## config.mk

```make
export PLATFORM = sky130hd
export DESIGN_NAME = a5_1_sequencer_flat
export DESIGN_NICKNAME = d
export VERILOG_FILES = /design/src/rtl/a5_1_pkg.sv /design/src/rtl/a5_1_sequencer_if.sv /design/src/rtl/a5_1_majority_clk.sv /design/src/rtl/a5_1_sequencer.sv /design/src/flat_wrapper.sv
export SDC_FILE = /design/constraint.sdc
export NUM_CORES = 1
export LEC_CHECK = 0
export ABC_AREA = 1
export ABC_CLOCK_PERIOD_IN_PS = 3200
export CAP_MARGIN = 5
export CELL_PAD_IN_SITES_DETAIL_PLACEMENT = 0
export CELL_PAD_IN_SITES_GLOBAL_PLACEMENT = 1
export CORE_MARGIN = 5
export CORE_UTILIZATION = 38
export CTS_CLUSTER_DIAMETER = 40
export DETAILED_ROUTE_END_ITERATION = 10
export PLACE_DENSITY_LB_ADDON = 0.08
export RECOVER_POWER = 100
export SYNTH_ARGS = -nofsm -noshare
export SYNTH_HDL_FRONTEND = slang
export SYNTH_SLANG_ARGS = --single-unit
export TNS_END_PERCENT = 20
```

## constraint.sdc

```tcl
create_clock -name clk -period 3.2 [get_ports clk]
set_clock_uncertainty 0.05 [all_clocks]
set_input_delay 0.64 -clock clk [delete_from_list [all_inputs] [get_ports clk]]
set_output_delay 0.64 -clock clk [all_outputs]
set_load 0.01 [all_outputs]
```

## src/rtl/a5_1_pkg.sv

```systemverilog
// a5_1_pkg: constants shared by the A5/1 sequencer and its helpers.
//   - phase lengths for key and frame load
//   - X/Y/Z register lengths and majority-tap indices
//   - FSM state encoding (plain constants so older tools can use them too)
//   - maj3(): 2-of-3 majority vote
package a5_1_pkg;

   localparam int KEY_LEN   = 64;
   localparam int FRAME_LEN = 22;

   localparam int X_LEN = 19;
   localparam int Y_LEN = 22;
   localparam int Z_LEN = 23;

   localparam int X_MAJ_IDX = 8;
   localparam int Y_MAJ_IDX = 10;
   localparam int Z_MAJ_IDX = 10;

   localparam int PHASE_W = 7;

   typedef logic [2:0] state_t;

   localparam state_t ST_IDLE       = 3'd0;
   localparam state_t ST_CLEAR      = 3'd1;
   localparam state_t ST_LOAD_KEY   = 3'd2;
   localparam state_t ST_LOAD_FRAME = 3'd3;
   localparam state_t ST_MIX        = 3'd4;
   localparam state_t ST_RUN        = 3'd5;
   localparam state_t ST_DONE       = 3'd6;

   function automatic logic maj3(input logic a, input logic b, input logic c);
      return (a & b) | (a & c) | (b & c);
   endfunction

endpackage

```

## src/rtl/a5_1_sequencer_if.sv

```systemverilog
// a5_1_sequencer_if: keystream valid/ready link from the sequencer to the
// image-XOR stage.
//   ks_bit        keystream bit (sequencer -> consumer)
//   ks_valid      ks_bit is valid (sequencer -> consumer)
//   ks_ready      consumer takes ks_bit this cycle (consumer -> sequencer)
//   ks_byte       packed keystream byte, LSB first  (only with A51_BYTE_OUT_EN)
//   ks_byte_valid one-cycle strobe for ks_byte        (only with A51_BYTE_OUT_EN)
interface a5_1_sequencer_if;

   logic ks_bit;
   logic ks_valid;
   logic ks_ready;

`ifdef A51_BYTE_OUT_EN
   logic [7:0] ks_byte;
   logic       ks_byte_valid;

   modport master (output ks_bit, output ks_valid, input ks_ready,
                   output ks_byte, output ks_byte_valid);
   modport slave  (input ks_bit, input ks_valid, output ks_ready,
                   input ks_byte, input ks_byte_valid);
`else
   modport master (output ks_bit, output ks_valid, input ks_ready);
   modport slave  (input ks_bit, input ks_valid, output ks_ready);
`endif

endinterface

```

## src/rtl/a5_1_majority_clk.sv

```systemverilog
// a5_1_majority_clk: A5/1 majority clock selection.
//   en                 allow any register to step this cycle
//   x_maj/y_maj/z_maj  clocking taps of the X/Y/Z registers
//   trig_x/y/z         step enable per register: a register steps when its
//                      tap agrees with the majority, so at least two step
module a5_1_majority_clk
   import a5_1_pkg::*;
(
   input  logic en,
   input  logic x_maj,
   input  logic y_maj,
   input  logic z_maj,
   output logic trig_x,
   output logic trig_y,
   output logic trig_z
);

   logic m;

   assign m      = maj3(x_maj, y_maj, z_maj);
   assign trig_x = en & (x_maj == m);
   assign trig_y = en & (y_maj == m);
   assign trig_z = en & (z_maj == m);

endmodule

```

## src/rtl/a5_1_sequencer.sv

```systemverilog
// a5_1_sequencer: control end of the A5/1 X/Y/Z register set.
// Sequences clear, key load, frame load, majority mixing and keystream
// generation, and hands keystream bits to the consumer over a valid/ready link.
//   clk, reset_n            clock, asynchronous active-low reset
//   start                   session request, sampled only in IDLE
//   key[63:0], frame[21:0]  session inputs, bit 0 shifted in first
//   x/y/z_maj, x/y/z_out    register read-back (clocking tap, MSB output)
//   reg_clear, shift_bit    register clear pulse and injected feedback bit
//   trig_x/y/z              per-register step enables (combinational)
//   busy, done              session status
//   ks                      keystream link (a5_1_sequencer_if.master)
// Build option: A51_BYTE_OUT_EN adds an LSB-first byte packer on ks.
//
// state          | meaning
// ST_IDLE        | waiting for start
// ST_CLEAR       | one-cycle register clear
// ST_LOAD_KEY    | 64 cycles, all registers step, key bits injected
// ST_LOAD_FRAME  | 22 cycles, all registers step, frame bits injected
// ST_MIX         | MIX_CYCLES majority-clocked steps, output discarded
// ST_RUN         | keystream delivery, stepping only on a transfer
// ST_DONE        | one-cycle done pulse
module a5_1_sequencer
   import a5_1_pkg::*;
#(
   parameter int KS_LEN     = 228,
   parameter int MIX_CYCLES = 100
) (
   input  logic                   clk,
   input  logic                   reset_n,
   input  logic                   start,
   input  logic [KEY_LEN-1:0]     key,
   input  logic [FRAME_LEN-1:0]   frame,
   input  logic                   x_maj,
   input  logic                   y_maj,
   input  logic                   z_maj,
   input  logic                   x_out,
   input  logic                   y_out,
   input  logic                   z_out,
   output logic                   reg_clear,
   output logic                   shift_bit,
   output logic                   trig_x,
   output logic                   trig_y,
   output logic                   trig_z,
   output logic                   busy,
   output logic                   done,
   a5_1_sequencer_if.master       ks
);

   localparam int BIT_W = $clog2(KS_LEN + 1);
   localparam logic [BIT_W-1:0]   BIT_LAST   = BIT_W'(KS_LEN - 1);
   localparam logic [PHASE_W-1:0] KEY_LAST   = PHASE_W'(KEY_LEN - 1);
   localparam logic [PHASE_W-1:0] FRAME_LAST = PHASE_W'(FRAME_LEN - 1);
   localparam logic [PHASE_W-1:0] MIX_LAST   = PHASE_W'(MIX_CYCLES - 1);

   state_t                 state_q, state_d;
   logic [PHASE_W-1:0]     phase_q, phase_d;
   logic [BIT_W-1:0]       bit_cnt_q, bit_cnt_d;
   logic [KEY_LEN-1:0]     key_q, key_d;
   logic [FRAME_LEN-1:0]   frame_q, frame_d;
   logic                   reg_clear_q, reg_clear_d;
   logic                   shift_bit_q, shift_bit_d;
   logic                   ks_valid_q, ks_valid_d;
   logic                   busy_q, busy_d;
   logic                   done_q, done_d;

   logic xfer;
   logic loading;
   logic maj_en;
   logic maj_x, maj_y, maj_z;

   assign xfer    = (state_q == ST_RUN) & ks_valid_q & ks.ks_ready;
   assign loading = (state_q == ST_LOAD_KEY) | (state_q == ST_LOAD_FRAME);
   assign maj_en  = (state_q == ST_MIX) | xfer;

   a5_1_majority_clk u_majority_clk (
      .en     (maj_en),
      .x_maj  (x_maj),
      .y_maj  (y_maj),
      .z_maj  (z_maj),
      .trig_x (maj_x),
      .trig_y (maj_y),
      .trig_z (maj_z)
   );

   assign trig_x = loading | maj_x;
   assign trig_y = loading | maj_y;
   assign trig_z = loading | maj_z;

   // Registers do not step while the consumer stalls, so ks_bit stays put.
   assign ks.ks_bit   = x_out ^ y_out ^ z_out;
   assign ks.ks_valid = ks_valid_q;
   assign reg_clear   = reg_clear_q;
   assign shift_bit   = shift_bit_q;
   assign busy        = busy_q;
   assign done        = done_q;

   always_comb begin
      state_d   = state_q;
      key_d     = key_q;
      frame_d   = frame_q;
      bit_cnt_d = bit_cnt_q;
      case (state_q)
         ST_IDLE: begin
            if (start) begin
               state_d = ST_CLEAR;
               key_d   = key;
               frame_d = frame;
            end
         end
         ST_CLEAR: begin
            state_d   = ST_LOAD_KEY;
            bit_cnt_d = '0;
         end
         ST_LOAD_KEY:   if (phase_q == KEY_LAST)   state_d = ST_LOAD_FRAME;
         ST_LOAD_FRAME: if (phase_q == FRAME_LAST) state_d = ST_MIX;
         ST_MIX:        if (phase_q == MIX_LAST)   state_d = ST_RUN;
         ST_RUN: begin
            if (xfer) begin
               bit_cnt_d = bit_cnt_q + 1'b1;
               if (bit_cnt_q == BIT_LAST) state_d = ST_DONE;
            end
         end
         ST_DONE: state_d = ST_IDLE;
         default: state_d = ST_IDLE;
      endcase

      phase_d = '0;
      if (state_d == state_q && (loading || state_q == ST_MIX)) begin
         phase_d = (phase_q == '1) ? phase_q : phase_q + 1'b1;
      end

      // Registered outputs are computed from the next state so they line
      // up with the state they belong to.
      reg_clear_d = (state_d == ST_CLEAR);
      busy_d      = (state_d != ST_IDLE);
      done_d      = (state_d == ST_DONE);
      ks_valid_d  = (state_d == ST_RUN);
      shift_bit_d = 1'b0;
      if (state_d == ST_LOAD_KEY)   shift_bit_d = key_q[phase_d[5:0]];
      if (state_d == ST_LOAD_FRAME) shift_bit_d = frame_q[phase_d[4:0]];
   end

   always_ff @(posedge clk or negedge reset_n) begin
      if (!reset_n) begin
         state_q     <= ST_IDLE;
         phase_q     <= '0;
         bit_cnt_q   <= '0;
         key_q       <= '0;
         frame_q     <= '0;
         reg_clear_q <= 1'b0;
         shift_bit_q <= 1'b0;
         ks_valid_q  <= 1'b0;
         busy_q      <= 1'b0;
         done_q      <= 1'b0;
      end else begin
         state_q     <= state_d;
         phase_q     <= phase_d;
         bit_cnt_q   <= bit_cnt_d;
         key_q       <= key_d;
         frame_q     <= frame_d;
         reg_clear_q <= reg_clear_d;
         shift_bit_q <= shift_bit_d;
         ks_valid_q  <= ks_valid_d;
         busy_q      <= busy_d;
         done_q      <= done_d;
      end
   end

`ifdef A51_BYTE_OUT_EN
   logic [7:0] pack_q, pack_d;
   logic [2:0] pos_q, pos_d;
   logic [7:0] byte_q, byte_d;
   logic       byte_valid_q, byte_valid_d;
   logic [7:0] pack_next;

   assign pack_next = pack_q | (8'(ks.ks_bit) << pos_q);

   // The last bit of a session flushes whatever is packed; unfilled upper
   // bits are already zero because the packer restarts from zero.
   always_comb begin
      pack_d       = pack_q;
      pos_d        = pos_q;
      byte_d       = byte_q;
      byte_valid_d = 1'b0;
      if (state_q == ST_CLEAR) begin
         pack_d = '0;
         pos_d  = '0;
      end else if (xfer) begin
         if (pos_q == 3'd7 || bit_cnt_q == BIT_LAST) begin
            byte_d       = pack_next;
            byte_valid_d = 1'b1;
            pack_d       = '0;
            pos_d        = '0;
         end else begin
            pack_d = pack_next;
            pos_d  = pos_q + 1'b1;
         end
      end
   end

   always_ff @(posedge clk or negedge reset_n) begin
      if (!reset_n) begin
         pack_q       <= '0;
         pos_q        <= '0;
         byte_q       <= '0;
         byte_valid_q <= 1'b0;
      end else begin
         pack_q       <= pack_d;
         pos_q        <= pos_d;
         byte_q       <= byte_d;
         byte_valid_q <= byte_valid_d;
      end
   end

   assign ks.ks_byte       = byte_q;
   assign ks.ks_byte_valid = byte_valid_q;
`endif

endmodule
```

## src/flat_wrapper.sv

```systemverilog
// flat-port wrapper written by rule: the top's interface ports become plain ports
module a5_1_sequencer_flat import a5_1_pkg::*;
#(
   parameter int KS_LEN     = 228,
   parameter int MIX_CYCLES = 100
)
  (clk, reset_n, start, key, frame, x_maj, y_maj, z_maj, x_out, y_out, z_out, reg_clear, shift_bit, trig_x, trig_y, trig_z, busy, done, ks_ks_bit, ks_ks_valid, ks_ks_ready);
  a5_1_sequencer_if ks_i ();
  input  logic clk;
  input  logic reset_n;
  input  logic start;
  input  logic [KEY_LEN-1:0] key;
  input  logic [FRAME_LEN-1:0] frame;
  input  logic x_maj;
  input  logic y_maj;
  input  logic z_maj;
  input  logic x_out;
  input  logic y_out;
  input  logic z_out;
  output logic reg_clear;
  output logic shift_bit;
  output logic trig_x;
  output logic trig_y;
  output logic trig_z;
  output logic busy;
  output logic done;
  output wire logic [$bits(ks_i.ks_bit)-1:0] ks_ks_bit;
  output wire logic [$bits(ks_i.ks_valid)-1:0] ks_ks_valid;
  input wire logic [$bits(ks_i.ks_ready)-1:0] ks_ks_ready;
  assign ks_ks_bit = ks_i.ks_bit;
  assign ks_ks_valid = ks_i.ks_valid;
  assign ks_i.ks_ready = ks_ks_ready;
  a5_1_sequencer #(.KS_LEN(KS_LEN), .MIX_CYCLES(MIX_CYCLES)) u_core (.clk(clk), .reset_n(reset_n), .start(start), .key(key), .frame(frame), .x_maj(x_maj), .y_maj(y_maj), .z_maj(z_maj), .x_out(x_out), .y_out(y_out), .z_out(z_out), .reg_clear(reg_clear), .shift_bit(shift_bit), .trig_x(trig_x), .trig_y(trig_y), .trig_z(trig_z), .busy(busy), .done(done), .ks(ks_i));
endmodule
```

==> After elaboration in Yosys (flattened, before gate mapping) <==
Index checks and enable logic that the tools add are counted.
{ "totals": {"register_bits": 109, "in_bits": 96} }
{ "op_classes": {"addsub": 2, "magnitude_cmp": 2, "eq_ne": 21, "muxes": 17, "bitwise_logic": 17, "n_reduce_logical": 7} }
{ "ops": {"columns": ["cell", "count"], "rows": [
  ["$mux 3", 6],
  ["$pmux 3 s6", 1],
  ["$pmux 8 s2", 1],
  ["$eq 7x7->1 const B", 2],
  ["$mux 7", 2],
  ["$eq 3x2->1 const B", 4],
  ["$eq 3x3->1 const B", 4],
  ["$add 8x1->8 const B", 1],
  ["$and 1x1->1", 8],
  ["$eq 8x8->1 const B", 1],
  ["$mux 8", 1],
  ["$add 7x1->7 const B", 1],
  ["$eq 7x5->1 const B", 1],
  ["$eq 7x6->1 const B", 1],
  ["$lt 6x7->1 const B", 1],
  ["$or 1x1->1", 7],
  ["$bmux 1 s6", 1],
  ["$eq 3x1->1 const B", 2],
  ["$lt 5x6->1 const B", 1],
  ["$bmux 1 s5", 1],
  ["$mux 1", 4],
  ["$reduce_and 2->1", 2],
  ["$eq 1x1->1", 3],
  ["$eq 3x3->1", 1],
  ["other kinds (8)", 9]
]} }

==> Depth between registers and ports, before layout <==
{ "depth": {"ltp_word": 12, "ltp_mapped": 20, "ltp_nobuf": 19} }

==> Cells and area by module <==
A second synthesis with hierarchy kept.
{ "hier_totals": {"cells_unflattened": 721, "hier_area_um2": 5462.7} }
{ "by_module_without_submodules": {"columns": ["module", "n_inst", "cells_per_inst", "area_each_um2", "seq_area_each_um2"], "rows": [
  ["a5_1_sequencer", 1, 705, 5395.2, 2727.6],
  ["a5_1_majority_clk", 1, 16, 67.6, 0.0]
]} }

==> Worst setup path after synthesis <==
No wires, ideal clock.
{ "synth_timing": {"kind": "register to register", "startpoint": "reg u_core.phase_q[0]", "endpoint": "reg u_core.shift_bit_q (netlist: u_core.shift_bit)", "setup_ns": 0.117, "arrival_ns": 2.137, "required_time_ns": 3.033, "path_slack_ns": 0.895, "path_stages_with_launch": 20, "n_path_buf": 2, "synth_period_minus_slack_ns": 2.305, "path_cell_list": "dfrtp_1 -> ha_1 -> nand2_1 -> nor2_1 -> nand2_1 -> nor2_1 -> nor2_2 -> nand3_4 -> nand2_2 -> buf_6 -> nand3b_4 -> inv_4 -> buf_6 -> nand3_1 -> nand3_1 -> nand3_1 -> nand3_1 -> nand3_1 -> nand3_1 -> nand2_1"} }
{ "synth_between": {"elab_chain_len": 10, "word_cells_on_any_way": 21} }
{ "synth_rtl": {"columns": ["item", "line_no", "text"], "rows": [
  ["start: declaration", "a5_1_sequencer.sv:56", "logic [PHASE_W-1:0] phase_q, phase_d;"],
  ["start signal: assignment", "a5_1_sequencer.sv:157", "phase_q <= phase_d;"],
  ["$eq 7x7->1 (tied with other cells)", "a5_1_sequencer.sv:116", "ST_MIX: if (phase_q == MIX_LAST) state_d = ST_RUN;"],
  ["$mux 3 (on tied branches)", "a5_1_sequencer.sv:116, a5_1_sequencer.sv:114, a5_1_sequencer.sv:115", null],
  ["$pmux 3 s6 (*)", "a5_1_sequencer.sv:102", "case (state_q)"],
  ["via u_core.state_d[0]", "a5_1_sequencer.sv:55", "state_t state_q, state_d;"],
  ["$eq 3x3->1 (*)", "a5_1_sequencer.sv:128", "if (state_d == state_q && (loading || state_q == ST_MIX)) begin"],
  ["$logic_and 1x1->1 (*)", "a5_1_sequencer.sv:128", null],
  ["$mux 7 (*)", "a5_1_sequencer.sv:128", null],
  ["via u_core.phase_d[1]", "a5_1_sequencer.sv:56", null],
  ["$bmux 1 s6", "a5_1_sequencer.sv:139", "if (state_d == ST_LOAD_KEY) shift_bit_d = key_q[phase_d[5:0]];"],
  ["$mux 1 (not written as such)", "a5_1_sequencer.sv:139", null],
  ["$mux 1", "a5_1_sequencer.sv:139", null],
  ["$mux 1 (*)", "a5_1_sequencer.sv:140", "if (state_d == ST_LOAD_FRAME) shift_bit_d = frame_q[phase_d[4:0]];"],
  ["via u_core.shift_bit_d", "a5_1_sequencer.sv:61", "logic shift_bit_q, shift_bit_d;"],
  ["end signal: assignment", "a5_1_sequencer.sv:162", "shift_bit_q <= shift_bit_d;"],
  ["end: declaration", "a5_1_sequencer.sv:61", null]
]} }
Mark *: on every way through the listed nets, which the timed path passes. The rest lies on a longest branch. The select of a mux whose other input is x is not followed.
A chain may end at the register's enable or synchronous reset.

==> Final worst setup path <==
{ "layout_timing": {"startpoint": "in ks_ks_ready", "endpoint": "out trig_z"} }
{ "layout_between": {"elab_chain_len": 4} }
{ "layout_rtl": {"columns": ["item", "line_no", "text"], "rows": [
  ["start: declaration", "flat_wrapper.sv:29", "input wire logic [$bits(ks_i.ks_ready)-1:0] ks_ks_ready;"],
  ["$and 1x1->1", "a5_1_sequencer.sv:71", "assign xfer = (state_q == ST_RUN) & ks_valid_q & ks.ks_ready;"],
  ["$or 1x1->1", "a5_1_sequencer.sv:73", "assign maj_en = (state_q == ST_MIX) | xfer;"],
  ["$and 1x1->1", "a5_1_majority_clk.sv:23", "assign trig_z = en & (z_maj == m);"],
  ["$or 1x1->1", "a5_1_sequencer.sv:87", "assign trig_z = loading | maj_z;"],
  ["end: declaration", "flat_wrapper.sv:24", "output logic trig_z;"]
]} }
No other way between the ends.

==> results.sh <==
export IMPL_synth_top_family_by_area="simple AND/OR/NAND/NOR gates"
export IMPL_required_ps=2510
export IMPL_start_util_pct=39.1
export IMPL_fin_ws_ps=208
export IMPL_maxCapViolations=1
export IMPL_worst_pin_slew_ps=1520
export IMPL_regArea_um2=2730
export IMPL_place_area_um2=6690
export IMPL_tritoncts="yes"
export IMPL_final_common_cell="nand2_1"
export IMPL_first_iter_violations=343
export IMPL_whs_ps=428
export IMPL_syn_avg_cell_area_um2=7.60
export IMPL_grt_pass1_vias=5039
export IMPL_critPathArrivalTime_ps=2300
export IMPL_drv_slew=30
export IMPL_synth_top_area_cell="dfrtp_1"
export IMPL_numCtsBuffers=9
export IMPL_swShare_pct=20.6
export IMPL_internal_power_mw=2.09
export IMPL_antenna_found_initial=0
export IMPL_sequentialPowerShare_pct=52.2
export IMPL_status="finished, violations left"
export IMPL_combPwrFrac_pct=5.9
export IMPL_ir_worst_vdd_v=0.000250
export IMPL_post_cts_setup_buffer_count=0
export IMPL_cts_buffer_depth=2
export IMPL_cts_sinks=109
export IMPL_num_rows=43
export IMPL_yosysTopAreaCellShare_pct=49.9
export IMPL_syn_area_um2=5470
export IMPL_ff2ff_path_depth=16
export IMPL_p_clk_share_pct=41.9
export IMPL_cp_cell_sequence="clkdlybuf4s50_1 > nand2_1 > nor2_4 > inv_1 > nand2_1 > inv_1 > o21ai_0 > dlygate4sd3_1"
export IMPL_dieArea_um2=16900
export IMPL_cp_max_fo=5
export IMPL_ys_top_cells_by_area="dfrtp_1 (50%), nand2_1 (22%), nand3_1 (7.0%), nand4_1 (3.2%), inv_1 (2.6%)"
export IMPL_synth_mux_area_share_pct=0
export IMPL_rr_endpoint="u_core.shift_bit"
export IMPL_clk_latency_ps=360
export IMPL_htreeDepth=3
export IMPL_netlist_instances=720
export IMPL_tns_ps=0
export IMPL_synthXorXnorAreaFrac_pct=0.800
export IMPL_fmax_ghz=0.334
export IMPL_instances_no_fill=998
export IMPL_endpoint_kind="primary output"
export IMPL_hold_buffers=0
export IMPL_slowest_stage="dlygate4sd3_1"
export IMPL_grt_max_degree=97
export IMPL_slowest_delay_ps=630
export IMPL_hpwl_um=10100
export IMPL_drt_wl_total_um=14100
export IMPL_p_switching_mw=0.542
export IMPL_fin_crit_sh_pct=93.5
export IMPL_final_nets=912
export IMPL_die_h_um=130
export IMPL_first_pass_iters=4
export IMPL_wl_per_cell_um=14.1
export IMPL_core_um2=14000
export IMPL_hold_start="u_core.frame_q[16]"
export IMPL_fp_dieW_um=130
export IMPL_worstPathBufferInverterCount=4
export IMPL_worstSetupPathType="in -> out"
export IMPL_port_buffers=104
export IMPL_grtUsageTotal_pct=17.8
export IMPL_min_to="u_core.frame_q[16]"
export IMPL_layout_common_cells="nand2_1 (324), dfrtp_1 (109), clkdlybuf4s50_1 (93), nand3_1 (76), inv_1 (38)"
export IMPL_r2r_start="u_core.phase_q[0]"
export IMPL_hp_class="reg -> reg"
export IMPL_route_antenna_remaining_nets=0
export IMPL_synth_compound_area_share_pct=4.39
export IMPL_cts_root_buf="clkbuf_16"
export IMPL_yosys_register_bits=109
export IMPL_placed_cells=982
export IMPL_synthSimpleGateAreaFrac_pct=37.9
export IMPL_routabilityCongestion=0.885
export IMPL_violations="capacitance limit, slew limit"
export IMPL_holdPathStages=2
export IMPL_post_route_cells_drive_above_1_share_pct=5.62
export IMPL_grt_overflow=0
export IMPL_via_per_inst=4.92
export IMPL_cts_resized=0
export IMPL_drc=0
export IMPL_p_per_area_nw_per_um2=379
export IMPL_yosys_warnings=0
export IMPL_pre_cts_ws_ps=216
export IMPL_yosys_area_share_adder_pct=0.686
export IMPL_yosys_cell_types_count=35
export IMPL_multi_input_area_um2=2380
export IMPL_critical_path_top_delay_family="buffers and inverters"
export IMPL_crit_path_start_kind="input pin"
export IMPL_grt_first_pass_wirelength_um=23900
export IMPL_leakagePower_nw=3.52
export IMPL_cts_reportedPaths_clkPinSlew_ps=70
export IMPL_final_hold_violation_count=0
export IMPL_reg2reg_slack_ps=380
export IMPL_setup_viol=0
export IMPL_max_slew_margin_rel_pct=-1.53
export IMPL_postLayoutCellArea_um2=6950
export IMPL_period_minus_slack_ps=2990
export IMPL_vias=4907
export IMPL_antennaDiodeCount=0
export IMPL_rsz0062_at_grt="false"
export IMPL_seq_area_frac_synth_pct=49.9
export IMPL_fillCellCount=1423
export IMPL_io_pins=105
export IMPL_syn2layout_area_growth_pct=27.0
export IMPL_synth_net_count=819
state kept, by name, indices dropped and copies added (netlist names), 3 cells and up:
signal            flops
u_core.bit_cnt_q      8
u_core.state_q        3
u_core.phase_q        7
u_core.key_q         64
u_core.frame_q       22
metrics by stage:
stage / total power, mW / util (%)
floorplan: 1.41 / -
global placement: 1.56 / 47.8
detailed placement: 1.56 / 47.8
CTS: 2.68 / 50.0
global route: 2.75 / 49.7
finish: 2.64 / 49.7
kinds of logic after synthesis:
family | count (synthesis)
and+or+nand+nor | 480
DFF | 109
buffers and inverters | 81
AOI/OAI and AO/OA | 42
xor gates and xnor gates | 5
adders and majority gates | 3
power by group through the flow:
stage | combinational, mW | clock (mW) | sequential [mW]
after floorplan | 0.00756 | 0 | 1.40
after detailed placement | 0.161 | 0 | 1.40
after CTS | 0.162 | 1.14 | 1.38
final | 0.154 | 1.10 | 1.38
after global placement | 0.159 | 0 | 1.40
after global routing | 0.169 | 1.20 | 1.38
final cells by class:
cell class                      instances  share of cell area (%)
Sequential cell                       109                    39.3
Multi-Input combinational cell        530                    34.2
Timing Repair Buffer                  119                    16.6
Clock buffer                           13                    4.03
Tap cell                              180                    3.24
Inverter                               44                    2.41
Clock inverter                          3                   0.252
cells in the mapped netlist, drive strengths merged:
master and number:
nand2 326, dfrtp 109, nand3 80, inv 43, nor2 37, nand4 28, o21ai 21, buf 20
clkbuf 17, a21oi 11, o211ai 7, nor3 4, ha 3, nand3b 3, xor2 3, xnor2 2
a211oi 1, a22o 1, a22oi 1, and3 1, clkinv 1, nor4 1
layer usage:
layer  global-route usage [%]  vias to the layer above  part of all wire [%]
met5                        0                        -                     0
met4                     6.30                        0                   1.5
met3                     3.77                       16                   4.9
met2                     28.4                       96                    47
met1                     24.3                     2304                    47
li1                         -                     2491                     -
worst max path at each step:
| stage | from | end | depth (start not counted) |
|---|---|---|---|
| after floorplan | u_core.phase_q[0] | u_core.shift_bit | 19 |
| after global placement | ks_ks_ready | u_core.shift_bit | 17 |
| after detailed placement | ks_ks_ready | u_core.shift_bit | 17 |
| after CTS | ks_ks_ready | trig_z | 8 |
| after global routing | ks_ks_ready | trig_z | 8 |
| final | ks_ks_ready | trig_z | 8 |
tightest hold or removal path, delay by kind of cell (launching register included):
| kind | cells | cell delay [ps] |
|---|---|---|
| DFF | 1 | 350 |
| and+or+nand+nor | 2 | 100 |
(Power assumes the default switching activity.)
